### src/rtl/gcd_pkg.sv
// Shared types and constants for the GCD operand packer and its pair FIFO.
package gcd_pkg;

    localparam int GCD_WIDTH = 16;

    typedef struct packed {
        logic [GCD_WIDTH-1:0] a;
        logic [GCD_WIDTH-1:0] b;
    } gcd_pair_t;

    typedef enum logic {
        WAIT_A = 1'b0,
        WAIT_B = 1'b1
    } gcd_state_t;

    function automatic logic [7:0] sat_inc8(input logic [7:0] v);
        return (v == 8'hFF) ? v : v + 8'd1;
    endfunction

endpackage

### src/rtl/gcd_pair_fifo.sv
// Generic registered FIFO; pointers carry one extra wrap bit to tell full from empty.
module gcd_pair_fifo #(
    parameter int DEPTH = 2,
    parameter int DW    = 32
) (
    input  logic          clk,
    input  logic          rst,
    input  logic          flush,
    input  logic          push,
    input  logic [DW-1:0] wr_data,
    input  logic          pop,
    output logic [DW-1:0] rd_data,
    output logic          full,
    output logic          empty
);

    localparam int          AW      = $clog2(DEPTH);
    localparam logic [AW:0] PTR_ONE = {{AW{1'b0}}, 1'b1};

    logic [AW:0]   wr_ptr;
    logic [AW:0]   rd_ptr;
    logic [DW-1:0] mem [DEPTH];
    logic          do_push;
    logic          do_pop;

    assign do_push = push && !full && !flush;
    assign do_pop  = pop && !empty && !flush;

    // NOTE: non-blocking assignments keep every register updating from pre-edge values.
    always_ff @(posedge clk or posedge rst) begin
        if (rst) begin
            wr_ptr <= '0;
            rd_ptr <= '0;
        end else if (flush) begin
            wr_ptr <= '0;
            rd_ptr <= '0;
        end else begin
            if (do_push) wr_ptr <= wr_ptr + PTR_ONE;
            if (do_pop)  rd_ptr <= rd_ptr + PTR_ONE;
        end
    end

    // NOTE: storage is not reset; the empty mask below keeps stale entries off rd_data.
    always_ff @(posedge clk) begin
        if (do_push) mem[wr_ptr[AW-1:0]] <= wr_data;
    end

    assign empty   = (wr_ptr == rd_ptr);
    assign full    = (wr_ptr[AW] != rd_ptr[AW]) && (wr_ptr[AW-1:0] == rd_ptr[AW-1:0]);
    assign rd_data = empty ? '0 : mem[rd_ptr[AW-1:0]];

endmodule

### src/rtl/gcd_operand_packer.sv
// Pairs consecutive operands into {first, second} words for the GCD engine.
// Define GCD_ZERO_FILTER_EN to drop pairs containing a zero operand and expose drop_cnt.
module gcd_operand_packer
    import gcd_pkg::*;
#(
    parameter int DEPTH = 2,
    parameter int WIDTH = GCD_WIDTH
) (
    input  logic               clk,
    input  logic               rst,
    input  logic               flush,
    input  logic               in_valid,
    input  logic [WIDTH-1:0]   in_data,
    output logic               in_ready,
    output logic               out_valid,
    output logic [2*WIDTH-1:0] out_data,
    input  logic               out_ready
`ifdef GCD_ZERO_FILTER_EN
    ,
    output logic [7:0]         drop_cnt
`endif
);

    gcd_state_t       state;
    logic [WIDTH-1:0] hold;
    logic             fifo_full;
    logic             fifo_empty;
    logic             zero_pair;
    logic             in_xfer;
    logic             pair_done;
    logic             push;

`ifdef GCD_ZERO_FILTER_EN
    assign zero_pair = (hold == '0) || (in_data == '0);
`else
    assign zero_pair = 1'b0;
`endif

    // A zero pair is never stored, so it may complete even when the FIFO is full.
    assign in_ready  = (state == WAIT_A) || !fifo_full || zero_pair;
    assign in_xfer   = in_valid && in_ready;
    assign pair_done = in_xfer && (state == WAIT_B) && !flush;
    assign push      = pair_done && !zero_pair;
    assign out_valid = !fifo_empty;

    always_ff @(posedge clk or posedge rst) begin
        if (rst) begin
            state <= WAIT_A;
            hold  <= '0;
        end else if (flush) begin
            state <= WAIT_A;
            hold  <= '0;
        end else if (in_xfer) begin
            case (state)
                WAIT_A: begin
                    hold  <= in_data;
                    state <= WAIT_B;
                end
                default: state <= WAIT_A;
            endcase
        end
    end

`ifdef GCD_ZERO_FILTER_EN
    always_ff @(posedge clk or posedge rst) begin
        if (rst) begin
            drop_cnt <= '0;
        end else if (pair_done && zero_pair) begin
            drop_cnt <= sat_inc8(drop_cnt);
        end
    end
`endif

    gcd_pair_fifo #(
        .DEPTH (DEPTH),
        .DW    (2 * WIDTH)
    ) u_fifo (
        .clk     (clk),
        .rst     (rst),
        .flush   (flush),
        .push    (push),
        .wr_data ({hold, in_data}),
        .pop     (out_ready),
        .rd_data (out_data),
        .full    (fifo_full),
        .empty   (fifo_empty)
    );

endmodule

### config.mk
export PLATFORM = sky130hd
export DESIGN_NAME = gcd_operand_packer
export DESIGN_NICKNAME = d
export VERILOG_FILES = /design/src/rtl/gcd_pkg.sv /design/src/rtl/gcd_pair_fifo.sv /design/src/rtl/gcd_operand_packer.sv
export SDC_FILE = /design/constraint.sdc
export NUM_CORES = 1
export LEC_CHECK = 0
export ABC_AREA = 1
export CAP_MARGIN = 0
export CORE_MARGIN = 3
export CORE_UTILIZATION = 55
export DETAILED_ROUTE_END_ITERATION = 10
export PLACE_DENSITY = 0.88
export SLEW_MARGIN = 15
export SYNTH_ARGS = -nofsm -noshare
export SYNTH_HDL_FRONTEND = slang
export SYNTH_SLANG_ARGS = --single-unit
### constraint.sdc
create_clock -name clk -period 7.11 [get_ports clk]
set_clock_uncertainty 0.1 [all_clocks]
set_input_delay 2.133 -clock clk [delete_from_list [all_inputs] [get_ports clk]]
set_output_delay 2.133 -clock clk [all_outputs]
set_load 0.01 [all_outputs]
---- Yosys cells after proc, flatten, opt, wreduce, memory -nomap -nowiden ----
Memory sizes are Yosys's and may differ from the RTL's.
Index checks and enable logic that the tools add are counted.
word-level totals
  flip-flop bits (word level) ............. 21
  bits in latches ......................... 0
  bits in writable memories ............... 64
  bits in read-only memories .............. 0
  input bits .............................. 21
  output and inout port bits .............. 34
  word-level logic and storage cells ...... 41
  memories ................................ 1
cells by class
  add/subtract/negate cells ............... 2
  $mul .................................... 0
  divide/modulo/power cells ............... 0
  magnitude comparators ................... 0
  eq/ne operators ......................... 4
  shifts and indexed selects .............. 0
  multiplexer cells ....................... 13
  bitwise logic cells ..................... 1
  reduce and logical (&&, ||, !) cells .... 16
memories
  memory      words  width  rd ports  clocked after Yosys merged registers in  write ports  RTL line             source
  u_fifo.mem  2      32     1         0                                        1            gcd_pair_fifo.sv:22  logic [DW-1:0] mem [DEPTH];
operators with widths
  kind                                         count
  two-way mux 16 bit                           3
  two-way mux 32 bit                           1
  logical AND 1 bit                            8
  two-way mux 2 bit                            4
  nonzero test 2 bit                           3
  two-way mux 1 bit                            5
  adder 2 x 1 -> 2 bit, second input constant  2
  logical NOT 1 bit                            3
  equality test 2 bit                          1
  != test 2 bit, second input constant         1
  AND reduction 2 bit                          1
  equality test 1 bit                          1
  logical OR 1 bit                             1
  != test 1 bit                                1
  inverter 1 bit                               1

---- Longest topological paths before layout ----
Gate-level depths: netlist of run 1.
  word-level depth ........................ 11
  mapped depth ............................ 8
  depth with buffers taken out ............ 7

---- Cells and area by module ----
Synthesis of run 1 repeated with hierarchy kept, for this count alone.
second synthesis, totals
  cells, all modules ...................... 301
  area total of the unflattened synthesis .. 3666.0 um2
by module, submodules not included
  module              instances  cells an instance  area an instance (um2)  seq. area each (um2)
  gcd_pair_fifo       1          216                2798.9                  2021.9
  gcd_operand_packer  1          85                 867.1                   425.4

---- Worst setup path before layout of run 1 ----
No wires, ideal clock.
  path type ............................... input to register
  start ................................... input port flush
  end ..................................... memory u_fifo.mem[1][0], enable pin
  setup time .............................. 0.421 ns
  arrival ................................. 3.892 ns
  slack ................................... 2.698 ns
  cell stages on the path ................. 5
  path buffers ............................ 0
  cell sequence ........................... inv_2 nand2_1 nor2_1 nand2_1 nor2_1
between the ends
  word-level cells in the longest chain between the ends .. 6
ends and longest elaborated chain
  element                                      RTL line                                       source
  start, declared                              gcd_operand_packer.sv:11                       input logic flush,
  logical NOT 1 bit (*)                        gcd_pair_fifo.sv:26, gcd_operand_packer.sv:42
  logical AND 1 bit                            gcd_operand_packer.sv:42                       assign pair_done = in_xfer && (state == WAIT_B) && !flush;
  logical AND 1 bit                            gcd_pair_fifo.sv:26                            assign do_push = push && !full && !flush;
  logical AND 1 bit (*)                        gcd_pair_fifo.sv:26
  two-way mux 1 bit (*)                        gcd_pair_fifo.sv:45                            if (do_push) mem[wr_ptr[AW-1:0]] <= wr_data;
  two-way mux 1 bit (not written as such) (*)  gcd_pair_fifo.sv:45
  end, declared                                gcd_pair_fifo.sv:22
Every way passes the cells marked *; elsewhere a longest branch is shown, timed or not.

---- Final worst setup path of run 1 ----
  start ................................... register u_fifo.rd_ptr[0]
  end ..................................... output port out_data[21]
between the ends
  word-level cells in the longest chain between the ends .. 2
ends and longest elaborated chain
  element                                                          RTL line                  source
  start, declared                                                  gcd_pair_fifo.sv:21       logic [AW:0] rd_ptr;
  start signal, assigned                                           gcd_pair_fifo.sv:39       if (do_pop) rd_ptr <= rd_ptr + PTR_ONE;
  memory read (2 x 32 bit) or equality test 2 bit (tied branches)  --
  two-way mux 32 bit (*)                                           gcd_pair_fifo.sv:50       assign rd_data = empty ? '0 : mem[rd_ptr[AW-1:0]];
  end, declared                                                    gcd_operand_packer.sv:16  output logic [2*WIDTH-1:0] out_data,
Marks and branches as above.

==> metrics.md, run 1 <==
| Metric | Value |
|---|---|
| Hold depth | 0 |
| Post-Syn Area | 0.003512 mm^2 |
| Total Power | 1.101 mW |
| Reg2reg path depth | 7 |
| Max_slew headroom | 0.4019 |
| Internal power | 0.8418 mW |
| Worst Path Buf+Inv | 3 |
| Async S/R FF share, synth | 0.2471 |
| H-tree depth | 3 |
| CP max stage delay | 0.65 ns |
| Share of layout cells above drive strength 1 | 0.1667 |
| Slew Limit Fails | 0 |
| Largest net degree at the start of global routing | 35 |
| Final period utilization | 0.6884 |
| Unique masters post-synth | 21 |
| Util after Layout | 0.7128 |
| DRC Markers | 0 |
| Port Buf Inserts | 54 |
| Crit path kind | reg2out |
| Worst Hold Class | reg2reg |
| Metal-1 WL | 2893 um |
| Worst ir drop on vdd | 251.9 uV |
| TritonCTS clock tree | built |
| Clock Pin Slew Worst Setup and Hold Paths | 0.07 ns |
| Total grt overflow | 0 |
| Crit-path max FO | 32 |
| Main synth FF type | edfxtp_1 |
| Area contributors post-synth | edfxtp_1 (55%), dfrtp_1 (15%), nand2_1 (9.0%) |
| Syn Inst Count | 295 |
| Routed wire length | 7095 um |
| Post-synth top area share | 0.5472 |
| Die width | 85.91 um |
| Final worst path period need | 4.894 ns |
| Final Setup Violations | 0 |
| CP top delay family | buffers and inverters |
| Hold endpoint | u_fifo.mem[0][29]$_DFFE_PP_ |
| Met3 WL | 460 um |
| Vias per cell | 5.392 |
| Antenna violations before repair | 0 |
| PwrDens | 254.8 mW/mm^2 |
| RSZ-0062 raised after global routing | false |
| # rows | 28 |
| Routed Antenna Nets | 0 |
| Post-DP HPWL | 4482 um |
| Pre-antenna DRT Iters | 4 |
| DR top layer | met4 |
| Core Region | 0.006061 mm^2 |
| Antenna Cells | 0 |
| 1st-iter DRT viols | 119 |
| Chip height | 85.91 um |
| WL met2 | 3680 um |
| Critical path's most frequent cell | nand2_4 |
| Critical hold path startpoint | hold[13]$_DFFE_PP0P_ |
| EDFF count, synth | 64 |
| Die area | 0.007381 mm^2 |
| # hold bufs at CTS | 0 |
| Vias in the first global route | 2,266 |
| Total CTS buffers | 9 |
| Number of post-CTS setup repair buffers | 0 |
| Critical path's slowest cell | dfrtp_1 |
| Total Routing Usage GR | 0.2070 |
| Critical R2R Capture | u_fifo.mem[1][19]$_DFFE_PP_ |
| # nets final | 370 |
| CP Launch Type | register |
| Outcome | completed |
| Clock network power share | 0.362 |
| RR Startpoint | u_fifo.rd_ptr[0]$_DFFE_PP0P_ |
| Post-synthesis register bit count | 85 |
| Io pins | 55 |
| Synth cell count leaders | nand2_1 (84), edfxtp_1 (64), a21oi_2 (30), nand3_1 (23), inv_1 (22) |
| First-pass GRT wire length | 11,420 um |
| Syn. warnings | 0 |
| Peak Freq | 204.3 MHz |
| Seq/Total Area, Yosys | 0.6968 |
| Reg2Reg Setup Slack | 4.77 ns |
| Sw frac | 0.2352 |
| WP data arrival | 2.66 ns |
| Switching power | 0.2589 mW |
| Combinational fraction of design power | 0.131 |
| CP endpoint kind | output port |
| Top-count cell post-synth | nand2_1 |
| Synthesis-to-layout area growth | 23.01% |
| Skew-Pair Late Insertion Delay | 0.35 ns |
| Final Hold Vio Count | 0 |
| Mapped Nets | 316 |
| Sequential group share of total power | 0.507 |
| Clock Tree Root | clkbuf_8 |
| Clock Tree Buf Depth | 2 |
| TNS Setup | 0 ns |
| # clock sinks | 85 |
| Worst-Margin Slew | 0.8962 ns |
| Pleak | 1.591 nW |
| WL/cell | 16.54 um |
| Final RePlAce weighted congestion | 0.7574 |
| Worst EP required | 4.88 ns |
| Via count | 2,313 |
| Max-Cap Viols | 0 |
| Initial Util | 0.5795 |
| Non-filler cells, final | 429 |
| Filler cells | 430 |
| Average cell area after synthesis | 11.91 um^2 |
| Leading area contributor after synthesis | edfxtp_1 |
| Crit path cell chain | buf_4 > nand2_1 > nand2_4 > nand2_4 > inv_4 > a21oi_1 > clkdlybuf4s50_1 |
| Post_cts resized | 0 |
| Placed cells | 413 |
[cells in the final DEF, fill, tap and decap left out, drive strengths merged]
master,instances
dfrtp,21
nor2,7
edfxtp,64
o21ai,17
buf,3
nand2,87
nand4,3
clkinvlp,1
clkinv,2
inv,27
a21oi,32
bufinv,3
clkdlybuf4s50,54
nand3,23
clkbuf,10
[power by group through the flow]
stage / Clock (mW) / Combinational (mW) / Sequential (mW)
4_1_cts: 0.405 / 0.147 / 0.558
6_report: 0.399 / 0.144 / 0.558
2_1_floorplan: 0 / 0.0874 / 0.564
3_5_place_dp: 0 / 0.146 / 0.569
3_3_place_gp: 0 / 0.142 / 0.568
5_1_grt: 0.426 / 0.157 / 0.560
[metal layers]
metal	vias up	global-route usage
met1	1110	0.2734
met4	0	0.08201
met5	-	0
met3	7	0.05668
li1	1103	-
met2	93	0.3273
[state kept, by name, indices dropped and copies added, names as in the netlist]
signal,cells
u_fifo.mem,64
hold,16
u_fifo.rd_ptr,2
u_fifo.wr_ptr,2
state,1
[cell families after synthesis]
| kind of cell | synth area share |
|---|---|
| and+or+nand+nor | 0.1443 |
| DFF | 0.6968 |
| AOI/OAI and AO/OA | 0.1030 |
| buffers and inverters | 0.05593 |
[worst max path at each step]
stage	from	endpoint	slack [ns]	cells past startpoint
floorplan	flush	u_fifo.mem[1][0]$_DFFE_PP_	2.70	5
finish	u_fifo.rd_ptr[0]$_DFFE_PP0P_	out_data[21]	2.22	7
global route	u_fifo.rd_ptr[0]$_DFFE_PP0P_	out_data[21]	2.00	7
detailed placement	u_fifo.rd_ptr[0]$_DFFE_PP0P_	out_data[21]	2.55	7
global placement	u_fifo.rd_ptr[0]$_DFFE_PP0P_	out_data[24]	2.65	7
CTS	u_fifo.rd_ptr[0]$_DFFE_PP0P_	out_data[21]	2.15	7
[per-stage QoR]
step           area [um^2]  hold slack, ns  setup slack, ns
2_1_floorplan         3512          0.3421            2.698
3_3_place_gp          4081          0.3482            2.654
3_5_place_dp          4081          0.3602            2.547
4_1_cts               4320          0.3808            2.147
5_1_grt               4320          0.3939            1.998
6_report              4320          0.3762            2.216
[cell type report]
cell class              count  area (um^2)  area share
well taps                  75        93.84     0.02172
inverters                  27        106.4     0.02462
flip-flops and latches     85         2447      0.5665
repair buffers             57        563.0      0.1303
multi-input cells         169        870.8      0.2016
clock inverters             6        111.4     0.02577
clock buffers              10        127.6     0.02954
Note: power is estimated with default switching activity, not from simulation.
==> inputs of run 2 (changes only) <==
--- a/config.mk
+++ b/config.mk
@@ -8,9 +8,9 @@
 export ABC_AREA = 1
 export CAP_MARGIN = 0
 export CORE_MARGIN = 3
-export CORE_UTILIZATION = 55
+export CORE_UTILIZATION = 48
 export DETAILED_ROUTE_END_ITERATION = 10
-export PLACE_DENSITY = 0.88
+export PLACE_DENSITY = 0.82
 export SLEW_MARGIN = 15
 export SYNTH_ARGS = -nofsm -noshare
 export SYNTH_HDL_FRONTEND = slang
==> constraint.sdc (replaced) <==
create_clock -name clk -period 4.23 [get_ports clk]
set_clock_uncertainty 0.1 [all_clocks]
set_input_delay 1.269 -clock clk [delete_from_list [all_inputs] [get_ports clk]]
set_output_delay 1.269 -clock clk [all_outputs]
set_load 0.01 [all_outputs]
==> metrics.md, run 2 (synthesized netlist as in run 1, its figures left out) <==
| Metric | Value |
|---|---|
| Vias per cell | 5.022 (-6.9%) |
| TNS Setup | 0 ns (unchanged) |
| Crit path kind | reg2out |
| 1st-iter DRT viols | 100 (-16%) |
| Crit-path max FO | 36 (+13%) |
| Clock Pin Slew Worst Setup and Hold Paths | 0.08 ns (about the same) |
| Routed wire length | 6864 um (-3.3%) |
| Post_cts resized | 0 (unchanged) |
| Vias in the first global route | 2,243 (-1.0%) |
| Die area | 0.008380 mm^2 (+14%) |
| Outcome | completed |
| PwrDens | 403.7 mW/mm^2 (+58%) |
| WP data arrival | 2.46 ns (-0.20 ns) |
| Chip height | 91.54 um (+6.6%) |
| Placed Area | 0.004140 mm^2 (+1.4%) |
| Worst-Margin Slew | 0.8775 ns (-0.01874 ns) |
| Worst Hold Class | reg2reg |
| RSZ-0062 raised after global routing | false |
| Antenna Cells | 0 (unchanged) |
| Largest register FFs | 64 (unchanged) |
| Total Routing Usage GR | 0.1708 (-0.03620) |
| Number of post-CTS setup repair buffers | 0 (unchanged) |
| Filler cells | 524 (+22%) |
| Largest net degree at the start of global routing | 37 (+5.7%) |
| Total Power | 1.754 mW (+59%) |
| Final Setup Violations | 0 (unchanged) |
| Final RePlAce weighted congestion | 0.7451 (-1.6%) |
| Worst Path Buf+Inv | 3 (unchanged) |
| Peak Freq | 260.9 MHz |
| Post-DP HPWL | 4502 um (+0.46%) |
| Most frequent cells in the layout | nand2_1 (84), edfxtp_1 (64), clkdlybuf4s50_1 (54) |
| Io pins | 55 (unchanged) |
| Hold Slack | 0.3789 ns (+0.002691 ns) |
| Synthesis-to-layout area growth | 23.69% |
| DRC Markers | 0 (unchanged) |
| # clock sinks | 85 (unchanged) |
| TritonCTS clock tree | built |
| Clock Tree Root | clkbuf_8 |
| Area of the multi-input gates | 870.8 um^2 (unchanged) |
| CP endpoint kind | output port |
| Final Hold Vio Count | 0 (unchanged) |
| Final period utilization | 0.9061 |
| First-pass GRT wire length | 11,070 um (-3.0%) |
| Slew Limit Fails | 0 (unchanged) |
| CP Launch Type | register |
| Commonest non-fill, non-tap cell in the layout | nand2_1 |
| Antenna violations before repair | 0 (unchanged) |
| # hold bufs at CTS | 0 (unchanged) |
| H-tree depth | 3 (unchanged) |
| Pre-antenna DRT Iters | 5 (+1) |
| Worst ir drop on vdd | 278.6 uV (+11%) |
| # nets final | 371 (+0.27%) |
| Final worst path period need | 3.833 ns |
| Total grt overflow | 0 (unchanged) |
| Crit path cell chain | buf_4 > nand2_1 > nand2_4 > nand2_4 > inv_4 > a21oi_1 > clkdlybuf4s50_1 |
| Core Region | 0.006944 mm^2 (+15%) |
| Worst EP required | 2.86 ns (-2.02 ns) |
| CP max stage delay | 0.50 ns (-0.15 ns) |
| Register area | 0.002447 mm^2 (unchanged) |
| Total CTS buffers | 9 (unchanged) |
| Pleak | 1.580 nW (-0.64%) |
| # rows | 30 (+7.1%) |
| Via count | 2,265 (-2.1%) |
| Port Buf Inserts | 54 (unchanged) |
| Critical path's most frequent cell | nand2_4 |
| Max_slew headroom | 0.4144 (+0.01250) |
| WL/cell | 15.22 um (-8.0%) |
| Skew-Pair Late Insertion Delay | 0.35 ns (about the same) |
| Routed Antenna Nets | 0 (unchanged) |
| Die width | 91.54 um (+6.6%) |
| Initial Util | 0.5058 (-0.07371) |
| Share of layout cells above drive strength 1 | 0.1662 (-0.0004695) |
| Non-filler cells, final | 451 (+5.1%) |
| Design Area, Final | 0.004344 mm^2 (+0.55%) |
| CP top delay family | buffers and inverters |
| Critical path's slowest cell | clkdlybuf4s50_1 |
| Clock Tree Buf Depth | 2 (unchanged) |
| Max-Cap Viols | 0 (unchanged) |
| Placed cells | 435 (+5.3%) |
## run 2: cell count changes in the layout (fill, tap and decap cells not counted), sizes merged
cell,delta
clkinvlp,+1
clkbuf,+3
clkinv,-2
buf,+1
bufinv,-2
## run 2: power by group
| part | switching (mW) | total, mW | internal, mW |
|---|---|---|---|
| Sequential | 0.0129 | 0.934 | 0.921 |
| Clock | 0.266 | 0.571 | 0.306 |
| Combinational | 0.145 | 0.248 | 0.103 |
| Total | 0.424 | 1.75 | 1.33 |
## run 2: area by class of cell
class / instances / share of cell area
repair buffers: 58 / 0.1371
well taps: 96 / 0.02765
flip-flops and latches: 85 / 0.5634
clock buffers: 13 / 0.03658
inverters: 27 / 0.02448
clock inverters: 3 / 0.01037
multi-input cells: 169 / 0.2005
## run 2: metrics by stage
stage                     setup WS [ns]    util
after detailed placement         0.7533  0.5962
final                            0.3972  0.6256
after CTS                        0.3634  0.6256
after global placement           0.8169  0.5962
after global routing             0.2339  0.6256
after floorplan                  0.6815       -
## run 2: final timing paths
check	from	endpoint	slack [ns]	cells after the start
max	u_fifo.rd_ptr[0]$_DFFE_PP0P_	out_data[21]	0.40	7
min	hold[9]$_DFFE_PP0P_	u_fifo.mem[1][25]$_DFFE_PP_	0.38	0
max reg2reg	u_fifo.rd_ptr[0]$_DFFE_PP0P_	u_fifo.mem[0][19]$_DFFE_PP_	1.95	7
min reg2reg	hold[9]$_DFFE_PP0P_	u_fifo.mem[1][25]$_DFFE_PP_	0.38	0
max in group asynchronous	rst	hold[3]$_DFFE_PP0P_	2.18	2
min in group asynchronous	rst	hold[0]$_DFFE_PP0P_	1.30	2
## run 2: routing by layer
metal	part of all wire	wire length [um]	vias up	GRT usage
met5	0	0	-	0
met4	0.014	93	0	0.05528
met3	0.053	362	9	0.04722
met2	0.50	3443	74	0.2861
met1	0.43	2965	1078	0.2142
li1	-	-	1104	-
